$ cat src/rtl/mesm6_gpio_irq_if.sv
// mesm6_gpio_irq_if
// Data-bus connection between the MESM-6 bus side (master) and the GPIO
// peripheral slot (slave).
//   i_addr  [14:0] register address, only [2:0] used by the GPIO block
//   i_read         read request, level, held until o_done
//   i_write        write request, level, held until o_done
//   i_data  [47:0] write data
//   o_data  [47:0] read data, valid while o_done is high, 0 otherwise
//   o_done         one-cycle completion pulse
interface mesm6_gpio_irq_if;
    logic [14:0] i_addr;
    logic        i_read;
    logic        i_write;
    logic [47:0] i_data;
    logic [47:0] o_data;
    logic        o_done;

    modport master (
        output i_addr, i_read, i_write, i_data,
        input  o_data, o_done
    );

    modport slave (
        input  i_addr, i_read, i_write, i_data,
        output o_data, o_done
    );
endinterface

$ cat src/rtl/mesm6_gpio_irq.sv
// mesm6_gpio_irq
// GPIO peripheral for the MESM-6 data bus: WIDTH synchronised (and optionally
// debounced) inputs, WIDTH outputs with set/clear access, and per-bit
// rise/fall edge interrupts with mask and write-1-to-clear pending bits.
//
// Optional feature macro: MESM6_GPIO_DEBOUNCE_EN
//   defined   : prescaler tick every DEBOUNCE_CYCLES clocks, 3-sample debounce
//   undefined : debounced state is the 2-flop synchroniser output
//
// Ports:
//   clk       system clock, rising edge
//   reset_n   asynchronous active-low reset
//   bus       mesm6_gpio_irq_if.slave (addr/read/write/data/done)
//   irq       level interrupt, |(pend & mask), registered
//   gpio_in   raw asynchronous input pins
//   gpio_out  output register
//
// Register map (i_addr[2:0]): 0 IN(ro), 1 OUT, 2 SET(wo), 3 CLR(wo),
//   4 MASK, 5 RISE, 6 FALL, 7 PEND(W1C). Bus bits above WIDTH read 0.
module mesm6_gpio_irq #(
    parameter int               WIDTH           = 48,
    parameter int               DEBOUNCE_CYCLES = 10000,
    parameter int               CNT_W           = 14,
    parameter logic [WIDTH-1:0] OUT_RESET       = '0
) (
    input  logic                 clk,
    input  logic                 reset_n,
    mesm6_gpio_irq_if.slave      bus,
    output logic                 irq,
    input  logic [WIDTH-1:0]     gpio_in,
    output logic [WIDTH-1:0]     gpio_out
);

    typedef enum logic [1:0] {
        ST_IDLE = 2'd0,
        ST_ACK  = 2'd1,
        ST_HOLD = 2'd2
    } state_t;

    state_t           r_state;
    state_t           w_state_nxt;
    logic             w_wr_en;
    logic             w_rd_en;
    logic             r_done;
    logic [47:0]      r_rdata;
    logic [WIDTH-1:0] w_rd_val;
    logic [47:0]      w_rd_bus;
    logic [WIDTH-1:0] w_wdata;
    logic [WIDTH-1:0] w_w1c;
    logic [2:0]       w_addr;

    logic [WIDTH-1:0] r_out;
    logic [WIDTH-1:0] r_mask;
    logic [WIDTH-1:0] r_rise;
    logic [WIDTH-1:0] r_fall;
    logic [WIDTH-1:0] r_pend;
    logic             r_irq;

    logic [WIDTH-1:0] r_sync1;
    logic [WIDTH-1:0] r_sync2;
    logic [WIDTH-1:0] w_db;
    logic [WIDTH-1:0] r_db_d;
    logic [WIDTH-1:0] w_rise;
    logic [WIDTH-1:0] w_fall;

    // Address bits above the register offset and data bits above WIDTH are
    // deliberately ignored.
    logic             w_unused_bus;
    assign w_unused_bus = ^{bus.i_addr[14:3], bus.i_data};

    assign w_addr  = bus.i_addr[2:0];
    assign w_wdata = bus.i_data[WIDTH-1:0];

    // Bus FSM state register.
    always_ff @(posedge clk or negedge reset_n) begin
        if (!reset_n) begin
            r_state <= ST_IDLE;
        end else begin
            r_state <= w_state_nxt;
        end
    end

    // Bus FSM next state; a request is only accepted in IDLE, so a held
    // request cannot execute twice. Write beats read when both are high.
    always_comb begin
        w_state_nxt = r_state;
        w_wr_en     = 1'b0;
        w_rd_en     = 1'b0;
        case (r_state)
            ST_IDLE: begin
                if (bus.i_write) begin
                    w_wr_en     = 1'b1;
                    w_state_nxt = ST_ACK;
                end else if (bus.i_read) begin
                    w_rd_en     = 1'b1;
                    w_state_nxt = ST_ACK;
                end else begin
                    w_state_nxt = ST_IDLE;
                end
            end
            ST_ACK:  w_state_nxt = ST_HOLD;
            ST_HOLD: begin
                if (!bus.i_read && !bus.i_write) begin
                    w_state_nxt = ST_IDLE;
                end else begin
                    w_state_nxt = ST_HOLD;
                end
            end
            default: w_state_nxt = ST_IDLE;
        endcase
    end

    // Read multiplexer, zero-extended to the 48-bit bus.
    always_comb begin
        w_rd_val = '0;
        w_rd_bus = 48'd0;
        case (w_addr)
            3'd0:    w_rd_val = w_db;
            3'd1:    w_rd_val = r_out;
            3'd4:    w_rd_val = r_mask;
            3'd5:    w_rd_val = r_rise;
            3'd6:    w_rd_val = r_fall;
            3'd7:    w_rd_val = r_pend;
            default: w_rd_val = '0;
        endcase
        w_rd_bus[WIDTH-1:0] = w_rd_val;
    end

    // Registered bus response: done and read data live only in the ACK cycle.
    always_ff @(posedge clk or negedge reset_n) begin
        if (!reset_n) begin
            r_done  <= 1'b0;
            r_rdata <= 48'd0;
        end else begin
            r_done  <= w_wr_en | w_rd_en;
            r_rdata <= w_rd_en ? w_rd_bus : 48'd0;
        end
    end

    // Writable control registers, updated on the accepting edge.
    always_ff @(posedge clk or negedge reset_n) begin
        if (!reset_n) begin
            r_out  <= OUT_RESET;
            r_mask <= '0;
            r_rise <= '0;
            r_fall <= '0;
        end else if (w_wr_en) begin
            case (w_addr)
                3'd1:    r_out  <= w_wdata;
                3'd2:    r_out  <= r_out | w_wdata;
                3'd3:    r_out  <= r_out & ~w_wdata;
                3'd4:    r_mask <= w_wdata;
                3'd5:    r_rise <= w_wdata;
                3'd6:    r_fall <= w_wdata;
                default: r_out  <= r_out;
            endcase
        end
    end

    assign w_w1c = (w_wr_en && (w_addr == 3'd7)) ? w_wdata : '0;

    // Two-flop synchroniser for the raw pins.
    always_ff @(posedge clk or negedge reset_n) begin
        if (!reset_n) begin
            r_sync1 <= '0;
            r_sync2 <= '0;
        end else begin
            r_sync1 <= gpio_in;
            r_sync2 <= r_sync1;
        end
    end

`ifdef MESM6_GPIO_DEBOUNCE_EN
    logic [CNT_W-1:0] r_presc;
    logic             w_tick;
    logic [WIDTH-1:0] r_h0;
    logic [WIDTH-1:0] r_h1;
    logic [WIDTH-1:0] r_db;

    assign w_tick = (r_presc == CNT_W'(DEBOUNCE_CYCLES - 1));

    // Debounce prescaler, wraps at DEBOUNCE_CYCLES-1 and ticks on the wrap.
    always_ff @(posedge clk or negedge reset_n) begin
        if (!reset_n) begin
            r_presc <= '0;
        end else if (w_tick) begin
            r_presc <= '0;
        end else begin
            r_presc <= r_presc + CNT_W'(1);
        end
    end

    // Three-sample history: two stored samples plus the one taken this tick.
    // The debounced bit follows only when all three agree, otherwise holds.
    always_ff @(posedge clk or negedge reset_n) begin
        if (!reset_n) begin
            r_h0 <= '0;
            r_h1 <= '0;
            r_db <= '0;
        end else if (w_tick) begin
            r_h0 <= r_sync2;
            r_h1 <= r_h0;
            r_db <= (r_sync2 & r_h0 & r_h1) | (r_db & (r_sync2 | r_h0 | r_h1));
        end
    end

    assign w_db = r_db;
`else
    localparam int unused_debounce_cfg = DEBOUNCE_CYCLES + CNT_W;
    assign w_db = r_sync2;
`endif

    // Previous debounced value for edge detection.
    always_ff @(posedge clk or negedge reset_n) begin
        if (!reset_n) begin
            r_db_d <= '0;
        end else begin
            r_db_d <= w_db;
        end
    end

    assign w_rise = w_db & ~r_db_d;
    assign w_fall = ~w_db & r_db_d;

    // Pending bits: W1C first, then new edges OR-ed in so a coincident edge wins.
    always_ff @(posedge clk or negedge reset_n) begin
        if (!reset_n) begin
            r_pend <= '0;
        end else begin
            r_pend <= (r_pend & ~w_w1c) | (w_rise & r_rise) | (w_fall & r_fall);
        end
    end

    // Registered interrupt request.
    always_ff @(posedge clk or negedge reset_n) begin
        if (!reset_n) begin
            r_irq <= 1'b0;
        end else begin
            r_irq <= |(r_pend & r_mask);
        end
    end

    assign bus.o_done = r_done;
    assign bus.o_data = r_rdata;
    assign irq        = r_irq;
    assign gpio_out   = r_out;

endmodule

$ cat src/flat_wrapper.sv
// flat-port wrapper written by rule: the top's interface ports become plain ports
module mesm6_gpio_irq_flat 
#(
    parameter int               WIDTH           = 48,
    parameter int               DEBOUNCE_CYCLES = 10000,
    parameter int               CNT_W           = 14,
    parameter logic [WIDTH-1:0] OUT_RESET       = '0
)
  (clk, reset_n, irq, gpio_in, gpio_out, bus_i_addr, bus_i_read, bus_i_write, bus_i_data, bus_o_data, bus_o_done);
  mesm6_gpio_irq_if bus_i ();
  input  logic clk;
  input  logic reset_n;
  output logic irq;
  input  logic [WIDTH-1:0] gpio_in;
  output logic [WIDTH-1:0] gpio_out;
  input wire logic [$bits(bus_i.i_addr)-1:0] bus_i_addr;
  input wire logic [$bits(bus_i.i_read)-1:0] bus_i_read;
  input wire logic [$bits(bus_i.i_write)-1:0] bus_i_write;
  input wire logic [$bits(bus_i.i_data)-1:0] bus_i_data;
  output wire logic [$bits(bus_i.o_data)-1:0] bus_o_data;
  output wire logic [$bits(bus_i.o_done)-1:0] bus_o_done;
  assign bus_i.i_addr = bus_i_addr;
  assign bus_i.i_read = bus_i_read;
  assign bus_i.i_write = bus_i_write;
  assign bus_i.i_data = bus_i_data;
  assign bus_o_data = bus_i.o_data;
  assign bus_o_done = bus_i.o_done;
  mesm6_gpio_irq #(.WIDTH(WIDTH), .DEBOUNCE_CYCLES(DEBOUNCE_CYCLES), .CNT_W(CNT_W), .OUT_RESET(OUT_RESET)) u_core (.clk(clk), .reset_n(reset_n), .bus(bus_i), .irq(irq), .gpio_in(gpio_in), .gpio_out(gpio_out));
endmodule
$ cat config.mk
export PLATFORM = sky130hd
export DESIGN_NAME = mesm6_gpio_irq_flat
export DESIGN_NICKNAME = d
export VERILOG_FILES = /design/src/rtl/mesm6_gpio_irq_if.sv /design/src/rtl/mesm6_gpio_irq.sv /design/src/flat_wrapper.sv
export SDC_FILE = /design/constraint.sdc
export NUM_CORES = 1
export LEC_CHECK = 0
export ABC_AREA = 1
export BUFFER_PORTS_ARGS = -buffer_cell sky130_fd_sc_hd__buf_2
export CAP_MARGIN = 20
export CELL_PAD_IN_SITES_DETAIL_PLACEMENT = 0
export CELL_PAD_IN_SITES_GLOBAL_PLACEMENT = 2
export CORE_MARGIN = 2
export CORE_UTILIZATION = 30
export CTS_CLUSTER_SIZE = 12
export DETAILED_ROUTE_END_ITERATION = 7
export GPL_TIMING_DRIVEN = 0
export PLACE_DENSITY = 0.76
export SETUP_SLACK_MARGIN = 0.15
export SLEW_MARGIN = 20
export SYNTH_ARGS = -nofsm -noshare
export SYNTH_HDL_FRONTEND = slang
export SYNTH_SLANG_ARGS = --single-unit
$ cat constraint.sdc
create_clock -name clk -period 1.9 [get_ports clk]
set_input_delay 0.095 -clock clk [delete_from_list [all_inputs] [get_ports clk]]
set_output_delay 0.095 -clock clk [all_outputs]
set_load 0.02 [all_outputs]
==> impl_metrics.tcl, run 1 <==
set metrics [dict create \
    tightest_slew_ps 924 \
    clk_latency_ps 610 \
    instances_no_fill 3271 \
    comb_power_share 0.222 \
    areaGrowthSynthToFinish_pct 27.8 \
    startpoint_type "register" \
    internal_dissipation_w 0.0208 \
    cts.path.max_buffers 3 \
    synth-seq-cells 436 \
    floorplan.rows 90 \
    status "finished, violations left" \
    grt_usage 0.212 \
    avg_synthesized_cell_area_um2 8.81 \
    pin_count 213 \
    power.share.sequential 0.449 \
    synth_area_um2 18300 \
    cts_num_sinks 436 \
    worst_hold_slack_ps -10.5 \
    crit_fanout 10 \
    violated_checks "hold timing" \
    synthesis.nets 2198 \
    power_leakage_nw 11.3 \
    drt.antenna.violating_nets 0 \
    finalCritPeriodShare 0.903 \
    cts_root_buffer "clkbuf_16" \
    grt_setup_unrepaired "yes" \
    count_of_endpoints_failing_hold_in_the_final_timing_report 2 \
    post-dp-hpwl_mm 45.1 \
    drv_slew 0 \
    fp.dieArea_um2 63100 \
    vias_in_the_first_global_route 16000 \
    end_kind "register" \
    worst-endpoint-required_ps 2370 \
    tritoncts_buffer_count 51 \
    final.fill_count 6182 \
    finalInstanceArea_um2 23400 \
    worst_ep_arrival_time_ps 2190 \
    antenna_found_initial 5 \
    drt_pre_antenna_iters 6 \
    postSynthCellCount 2083 \
    swShare 0.340 \
    floorplan.initialDensity 0.304 \
    top_library_cells_by_usage_in_the_layout_fill_and_taps_aside "nand2_1 (569), dfrtp_1 (436), nand3_1 (242)" \
    synth_warnings 0 \
    detailedRoute.firstIterationViolations 1577 \
    num_vias 16500 \
    die_y_um 251 \
    power_density_nw_per_um2 1340 \
    power_frac_clock 0.329 \
    routabilityCongestion 0.850 \
    finish.net_count 2561 \
    layout_cell_share_with_drive_strength_beyond_1 0.160 \
    clock_edge_transition_at_the_registers_on_the_reported_setup_and_hold_paths_ps 60 \
    htree_num_levels 2 \
    post_synth_num_cell_types 20 \
    routedWlPerCell_um 20.5 \
    finalCriticalPeriod_ps 1710 \
    holdCritPathClass "in -> async" \
    setup.worst_path.class "reg -> reg" \
    die_x_um 251 \
    post_place_setup_slack_ps -636 \
    commonest_non_fill_non_tap_cell_in_the_layout "nand2_1" \
    route.final.wire_length_mm 67.2 \
    cts_tree "built" \
    largest_net_degree_at_the_start_of_global_routing 94 \
    port_buffers 200 \
    detail_route.drc_violations 0 \
    rel_slew_slack 0.384 \
    placed_cells_incl_taps 3070 \
    grt_first_pass_wirelength_mm 101 \
    max_cap_violations 0 \
    finalCoreUtilization 0.388 \
    grt_overflow_total 0 \
    net-switching-power_w 0.0107 \
    placeableCoreArea_um2 60400 \
    setup_viol_count_final 0 \
    skew_ps 20.7 \
    vias_per_cell 5.05 \
    placed_cell_area_um2 20500 \
    timing.fmax_ghz 0.583 \
    post_route_setup_slack_ps 185 \
    synth-seq-area-share 0.595 \
    worst_ir_drop_vdd_mv 0.626 \
]
## timing repair
action	CTS	global route
hold buffers	99	0
setup endpoints to repair	267	319
pin swaps	0	1
hold endpoints to repair	423	0
gates resized for setup	44	25
buffers inserted	3	3
## flip-flops by register name, summed over array words and instances, names as in the netlist
name / flops
u_core.r_rise: 48
u_core.gpio_out: 48
u_core.bus.o_data: 48
u_core.irq: 1
u_core.r_state: 2
u_core.r_sync1: 48
u_core.bus.o_done: 1
u_core.r_db_d: 48
u_core.r_sync2: 48
u_core.r_mask: 48
u_core.r_pend: 48
u_core.r_fall: 48
## worst paths after layout
path,from,end,slack (ps),cells after the start
max,u_core.r_state[0]$_DFF_PN0_,u_core.bus.o_data[27]$_DFF_PN0_,190,4
min,reset_n,u_core.r_sync1[16]$_DFF_PN0_,-10,2
max reg2reg,u_core.r_state[0]$_DFF_PN0_,u_core.bus.o_data[27]$_DFF_PN0_,190,4
min reg2reg,u_core.r_sync1[18]$_DFF_PN0_,u_core.r_sync2[18]$_DFF_PN0_,350,0
max in group asynchronous,reset_n,u_core.r_mask[34]$_DFFE_PN0P_,430,5
min in group clk,bus_i_write,u_core.bus.o_data[47]$_DFF_PN0_,100,4
## cells by family after synthesis
logic type,synth area share
AO/OA/AOI/OAI,0.0858
AND/OR/NAND/NOR,0.257
buffers and inverters,0.0626
flip-flops,0.595
## per-stage QoR
stage | total power, W | setup TNS, ps
floorplan | 0.0179 | 0
global placement | 0.0207 | -3624730
detailed placement | 0.0209 | -20880
CTS | 0.0317 | 0
global route | 0.0333 | 0
finish | 0.0315 | 0
## per-layer routing
metal / share of wire / vias to the layer above / track usage
li1: - / 7687 / -
met1: 0.45 / 8061 / 0.295
met2: 0.45 / 627 / 0.327
met3: 0.074 / 137 / 0.0452
met4: 0.031 / 6 / 0.0736
met5: 0.00069 / - / 0
## area by class of cell
| type | count | area [um^2] | share of cell area |
|---|---|---|---|
| Clock buffer | 72 | 1490 | 0.0635 |
| Antenna cell | 1 | 2.50 | 0.000107 |
| Timing Repair Buffer | 310 | 2190 | 0.0934 |
| Sequential cell | 436 | 10900 | 0.465 |
| Clock inverter | 23 | 279 | 0.0119 |
| Buffer | 135 | 694 | 0.0296 |
| Tap cell | 782 | 978 | 0.0417 |
| Multi-Input combinational cell | 1363 | 6340 | 0.270 |
| Inverter | 149 | 564 | 0.0241 |
## power by group through the flow
stage	registers [W]	clock network (W)	logic, W
after floorplan	0.0143	0	0.00366
after CTS	0.0141	0.0106	0.00700
final	0.0141	0.0103	0.00700
after global routing	0.0145	0.0110	0.00787
after detailed placement	0.0142	0	0.00670
after global placement	0.0142	0	0.00652
## cells in the mapped netlist, drive strengths merged
master / instances / area [um^2]
nand2: 570 / 2140
dfrtp: 436 / 10900
nand3: 244 / 1230
o21ai: 192 / 961
inv: 149 / 559
nand4: 140 / 888
nor2: 118 / 450
buf: 68 / 337
clkbuf: 67 / 251
a21oi: 49 / 245
o211ai: 48 / 360
nor3: 1 / 5.00
o21bai: 1 / 7.51
## critical path, cell delays in order (launching register included)
cell	delay (ps)
dfrtp_1	410
nor2_4	180
nand3_2	310
clkbuf_4	370
a21oi_1	300
No activity file was read; power rests on OpenSTA's default activity.
==> run 2: changes to the inputs <==
- BUFFER_PORTS_ARGS: -buffer_cell sky130_fd_sc_hd__buf_2 -> default
- CORE_MARGIN: 2 -> default
- DONT_BUFFER_PORTS: default -> 1
- PLACE_DENSITY: 0.76 -> default
- PLACE_DENSITY_LB_ADDON: default -> 0.1
==> run 2 against run 1 <==
The run ends with hold timing, slew limit left; core utilization is 1.7 points lower; clock-buffer cell count is 2 higher; first-iteration DRC count is 32% lower; clock power hardly changed; sequential power is 6% higher; total power is 1.8% lower; global-route usage is 1.7 points higher; highest routed layer unchanged.
==> impl_metrics.tcl, run 2 (synthesized netlist as in run 1, its figures left out) <==
set metrics [dict create \
    num_vias 15500 \
    post-dp-hpwl_mm 45.5 \
    floorplan.initialDensity 0.304 \
    status "finished, violations left" \
    vias_in_the_first_global_route 15900 \
    clock_edge_transition_at_the_registers_on_the_reported_setup_and_hold_paths_ps 60 \
    pin_count 213 \
    count_of_endpoints_failing_hold_in_the_final_timing_report 436 \
    worst_hold_slack_ps -802 \
    startpoint_type "register" \
    worst_path_max_delay_cell "dfrtp_2" \
    crit_path_cell_trace "nor2_4, nand2_4, nor3_4, buf_6, clkbuf_4, nand3_1, nand2_1" \
    largest_net_degree_at_the_start_of_global_routing 437 \
    worstSetupEndpoint "u_core.gpio_out[46]$_DFFE_PN0P_" \
    floorplan.rows 90 \
    cts_root_buffer "clkbuf_16" \
    regToRegStartpoint "u_core.r_state[1]$_DFF_PN0_" \
    drv_slew 232 \
    reg2reg_slack_ps 230 \
    tightest_slew_ps 2170 \
    path_buf_inv 2 \
    crit_fanout 10 \
    grt_overflow_total 0 \
    antenna_cells 0 \
    cts_tree "built" \
    port_buffers 0 \
    detailedRoute.firstIterationViolations 1080 \
    multiInputGateArea_um2 6350 \
    areaGrowthSynthToFinish_pct 22.2 \
    clk_latency_ps 610 \
    drt_pre_antenna_iters 5 \
    power_density_nw_per_um2 1380 \
    finalCriticalPeriod_ps 1670 \
    r2r.worst_path.cells 7 \
    grt_setup_unrepaired "yes" \
    holdCritPathClass "in -> async" \
    top_library_cells_by_usage_in_the_layout_fill_and_taps_aside "nand2_1 (568), dfrtp_1 (435), nand3_1 (242)" \
    cp_startpoint "u_core.r_state[1]$_DFF_PN0_" \
    grt_first_pass_wirelength_mm 106 \
    worst_ep_arrival_time_ps 2200 \
    routedWlPerCell_um 23.0 \
    detail_route.drc_violations 0 \
    grt_usage 0.229 \
    setup_viol_count_final 0 \
    finish.net_count 2358 \
    worst_ir_drop_vdd_mv 0.647 \
    cts.path.max_buffers 3 \
    placed_cell_area_um2 19300 \
    setup-tns-final_ps 0 \
    violated_checks "hold timing, slew limit" \
    max_cap_violations 0 \
    rel_slew_slack -0.445 \
    finalInstanceArea_um2 22400 \
    fp.dieArea_um2 62100 \
    htree_num_levels 2 \
    final-seq-area_um2 10900 \
    vias_per_cell 5.08 \
    critical_path.top_delay_family "simple AND/OR/NAND/NOR gates" \
    finalCritPeriodShare 0.881 \
    critical_path.reg2reg.endpoint "u_core.gpio_out[46]$_DFFE_PN0P_" \
    route.final.wire_length_mm 70.5 \
    setup.worst_path.class "reg -> reg" \
    antenna_found_initial 2 \
    power_leakage_nw 10.4 \
    commonest_non_fill_non_tap_cell_in_the_layout "nand2_1" \
    tritoncts_buffer_count 51 \
    timing.critical_path.slowest_cell_delay_ps 440 \
    die_x_um 249 \
    depth_of_the_critical_timing_path_with_buffers_and_inverters_included 7 \
    routabilityCongestion 0.797 \
    die_y_um 249 \
    final.fill_count 6243 \
    worst-endpoint-required_ps 2430 \
    layout_cell_share_with_drive_strength_beyond_1 0.0894 \
    timing.fmax_ghz 0.597 \
    drt.antenna.violating_nets 0 \
    cts_num_sinks 436 \
    end_kind "register" \
    placeableCoreArea_um2 60400 \
    skew_ps 25.1 \
]
## run 2: cell count changes in the layout (fill, tap and decap cells not counted), sizes merged
cell	change
inv	-1
clkbuf	-2
clkinvlp	-3
buf	-199
clkinv	-2
diode	-1
## run 2: where the power goes
group / leakage (nW) / internal [W] / switching (W)
Sequential: 5.26 / 0.0119 / 0.00310
Clock: 0.886 / 0.00641 / 0.00409
Combinational: 4.30 / 0.00214 / 0.00326
## run 2: worst register-to-register path: cells and delay by family, from the launching register on
kind	cells	cell delay (ps)
AND/OR/NAND/NOR	5	700
buffers and inverters	2	470
flip-flops	1	440
## run 2: layout make-up
type	count	share of cell area
clock buffer	74	0.0689
multi-input combinational	1363	0.283
buffer	135	0.0342
inverter	149	0.0253
sequential	436	0.487
timing repair buffer	107	0.0472
clock inverter	17	0.0106
tap	782	0.0436
## run 2: metrics by stage
stage                     setup WS, ps  power (W)  utilization  std cells
after floorplan                    441     0.0179            -       2083
after global placement            -701     0.0200        0.320       2865
after detailed placement          -663     0.0201        0.320       2865
after CTS                         35.3     0.0311        0.369       3057
after global routing               130     0.0327        0.371       3063
final                              226     0.0309        0.371       3063
## run 2: metal layers
layer | global-route usage | wire length, um | vias to the layer above
li1 | - | - | 7258
met4 | 0.0577 | 1450 | 2
met1 | 0.328 | 33600 | 7774
met3 | 0.0439 | 3880 | 88
met2 | 0.354 | 31600 | 424
met5 | 0 | 17 | -
## run 2: worst min-delay path by stage
stage                  from                             end  slack [ps]  cells after the start
floorplan           reset_n  u_core.bus.o_data[0]$_DFF_PN0_        -200                      0
global placement    reset_n     u_core.r_sync1[5]$_DFF_PN0_        -180                      0
detailed placement  reset_n     u_core.r_sync1[5]$_DFF_PN0_        -180                      0
CTS                 reset_n     u_core.r_sync1[5]$_DFF_PN0_        -830                      0
global route        reset_n     u_core.r_sync1[5]$_DFF_PN0_        -840                      0
finish              reset_n     u_core.r_sync1[5]$_DFF_PN0_        -800                      0
## run 2: timing repair
item | 4_1_cts | 5_1_grt
cloned | 0 | 0
setup buffers | 3 | 5
pin swaps | 1 | 2
endpoints found under the hold margin | 735 | 444
endpoints found under the setup margin | 279 | 228
resized for setup | 49 | 61
hold buffers | 98 | 1
==> run 3: changes to the inputs <==
- ABC_AREA: 1 -> default
==> run 3 against run 2 <==
The run still ends with hold timing, slew limit left; first-iteration DRC count shrank 25%; sequential share of layout area grew 1.0 points; via count shrank 23%; cell count shrank 25%; design area shrank 2.0%; clock-buffer cell count is the same; total power grew 1.4%; non-clock buffer count shrank 45; fmax shrank 11%; core utilization grew 1.7 points; worst setup slack lost 220 ps; sequential power is essentially flat; largest cell class unchanged; largest power group unchanged; highest routed layer unchanged.
==> impl_metrics.tcl, run 3 <==
set metrics [dict create \
    finalInstanceArea_um2 22000 \
    yosys.cell_count.top_type "dfrtp_1" \
    synth_warnings 0 \
    grt_overflow_total 0 \
    comb_power_share 0.185 \
    crit_fanout 3 \
    power_frac_clock 0.326 \
    instances_no_fill 2290 \
    finalCoreUtilization 0.388 \
    commonest_non_fill_non_tap_cell_in_the_layout "dfrtp_1" \
    drt.antenna.violating_nets 0 \
    worst-endpoint-required_ps 2360 \
    finalCritPeriodShare 0.995 \
    grt_usage 0.217 \
    vias_per_cell 5.20 \
    holdCritPathClass "in -> async" \
    detail_route.drc_violations 0 \
    die_x_um 242 \
    tritoncts_buffer_count 53 \
    status "finished, violations left" \
    cts.hold.buffers_added 101 \
    areaGrowthSynthToFinish_pct 27.1 \
    cts.path.max_buffers 3 \
    cp_startpoint "u_core.r_mask[9]$_DFFE_PN0P_" \
    power_density_nw_per_um2 1430 \
    clock_edge_transition_at_the_registers_on_the_reported_setup_and_hold_paths_ps 60 \
    cts_root_buffer "clkbuf_16" \
    regToRegStartpoint "u_core.r_mask[9]$_DFFE_PN0P_" \
    post_synth_num_cell_types 40 \
    drv_slew 262 \
    startpoint_type "register" \
    rel_slew_slack -0.466 \
    synthesis.nets 1428 \
    placeableCoreArea_um2 56600 \
    num_vias 11900 \
    synth_top_cells_by_count "dfrtp_1 (436), mux2_2 (136), nand2_1 (115)" \
    finalCriticalPeriod_ps 1890 \
    floorplan.initialDensity 0.305 \
    power_leakage_nw 9.39 \
    synthTopCellsByArea "dfrtp_1 (63%), mux2_2 (8.9%), a22o_1 (4.0%)" \
    detailedRoute.firstIterationViolations 805 \
    swShare 0.320 \
    worst_ep_arrival_time_ps 2350 \
    die_y_um 242 \
    timing.fmax_ghz 0.529 \
    grt_setup_unrepaired "yes" \
    clk_latency_ps 600 \
    synthDominantCellAreaShare 0.631 \
    max_cap_violations 0 \
    vias_in_the_first_global_route 12300 \
    synth_edf_count 0 \
    async_reset_ff_frac 1.00 \
    worst_ir_drop_vdd_mv 0.695 \
    drt_pre_antenna_iters 6 \
    skew_ps 12.9 \
    fp.dieArea_um2 58600 \
    cts_tree "built" \
    worst_hold_slack_ps -792 \
    post-dp-hpwl_mm 41.3 \
    top_library_cells_by_usage_in_the_layout_fill_and_taps_aside "dfrtp_1 (432), nand2_1 (113), mux2_2 (111)" \
    avg_synthesized_cell_area_um2 13.2 \
    antenna_found_initial 7 \
    pin_count 213 \
    violated_checks "hold timing, slew limit" \
    largest_net_degree_at_the_start_of_global_routing 437 \
    synth_area_um2 17300 \
    floorplan.rows 87 \
    power.share.sequential 0.489 \
    layout_cell_share_with_drive_strength_beyond_1 0.254 \
    tightest_slew_ps 2200 \
    route.final.wire_length_mm 64.7 \
    synth_top_area_cell "dfrtp_1" \
    net-switching-power_w 0.0100 \
    end_kind "register" \
    synth-seq-cells 436 \
    cts_num_sinks 436 \
    count_of_endpoints_failing_hold_in_the_final_timing_report 436 \
    routedWlPerCell_um 28.3 \
    synth-seq-area-share 0.631 \
    grt_first_pass_wirelength_mm 91.2 \
    setup.worst_path.class "reg -> reg" \
    synth-main-ff-cell "dfrtp_1" \
    port_buffers 0 \
    routabilityCongestion 0.800 \
    r2r.worst_path.cells 4 \
    postSynthCellCount 1313 \
    setup_viol_count_final 0 \
    placed_cell_area_um2 18200 \
    placed_cells_incl_taps 2069 \
    finish.net_count 1604 \
    htree_num_levels 2 \
    internal_dissipation_w 0.0213 \
]
==> run 3: power by group through the flow <==
stage / logic, W / clock network [W] / registers (W)
after floorplan: 0.00387 / 0 / 0.0142
after global placement: 0.00487 / 0 / 0.0154
after detailed placement: 0.00493 / 0 / 0.0154
after CTS: 0.00550 / 0.0105 / 0.0153
after global routing: 0.00632 / 0.0109 / 0.0157
final: 0.00581 / 0.0102 / 0.0153
==> run 3: worst paths after layout <==
check | end | slack [ps]
setup / recovery | u_core.irq$_DFF_PN0_ | 9
hold / removal | u_core.r_sync1[41]$_DFF_PN0_ | -790
setup reg to reg | u_core.irq$_DFF_PN0_ | 9
hold reg to reg | u_core.r_sync2[5]$_DFF_PN0_ | 350
max in group asynchronous | u_core.r_pend[37]$_DFF_PN0_ | 960
min in group clk | u_core.r_sync1[22]$_DFF_PN0_ | 40
==> run 3: stage by stage <==
step                worst slack [ps]  power (W)  setup TNS (ps)
floorplan                        198     0.0180               0
global placement                -997     0.0203          -81640
detailed placement             -1090     0.0204          -79510
CTS                            -34.6     0.0313           -34.6
global route                   -93.1     0.0329           -93.1
finish                          8.79     0.0313               0
==> run 3: cell families (layout without fill, tap and decap cells) <==
group                  after synthesis  after routing  share of synthesized area
other                                0              4                          0
flip-flops                         436            436                      0.631
buffers and inverters               80            297                     0.0213
multiplexers                       205            205                      0.134
XOR/XNOR                             1              1                   0.000507
AND/OR/NAND/NOR                    231            231                     0.0655
AO/OA/AOI/OAI                      360            360                      0.147
==> run 3: metal layers <==
metal,track usage,routed length (um)
met3,0.0562,3700
met5,0.0106,96
met2,0.332,29500
met1,0.298,29700
met4,0.0707,1730
==> run 3: final cells by class <==
class / instances / area [um^2]
timing repair buffer: 121 / 1320
inverter: 4 / 15.0
fill: 5545 / 34600
sequential: 436 / 10900
buffer: 76 / 629
clock inverter: 22 / 200
multi-input combinational: 797 / 6380
clock buffer: 74 / 1550
antenna: 4 / 10.0
tap: 756 / 946
==> run 3: critical path, cell delays in order (launching register included) <==
cell and delay (ps):
dfrtp_2 460, a22o_1 260, a221oi_4 330, nand4_1 210, or4_4 490
==> run 3: what timing repair did <==
item | in CTS | in global routing
endpoints found under the hold margin | 728 | 436
resized for setup | 141 | 95
gates cloned | 1 | 7
endpoints found under the setup margin | 243 | 186
buffers inserted | 7 | 5
pin swaps | 26 | 38
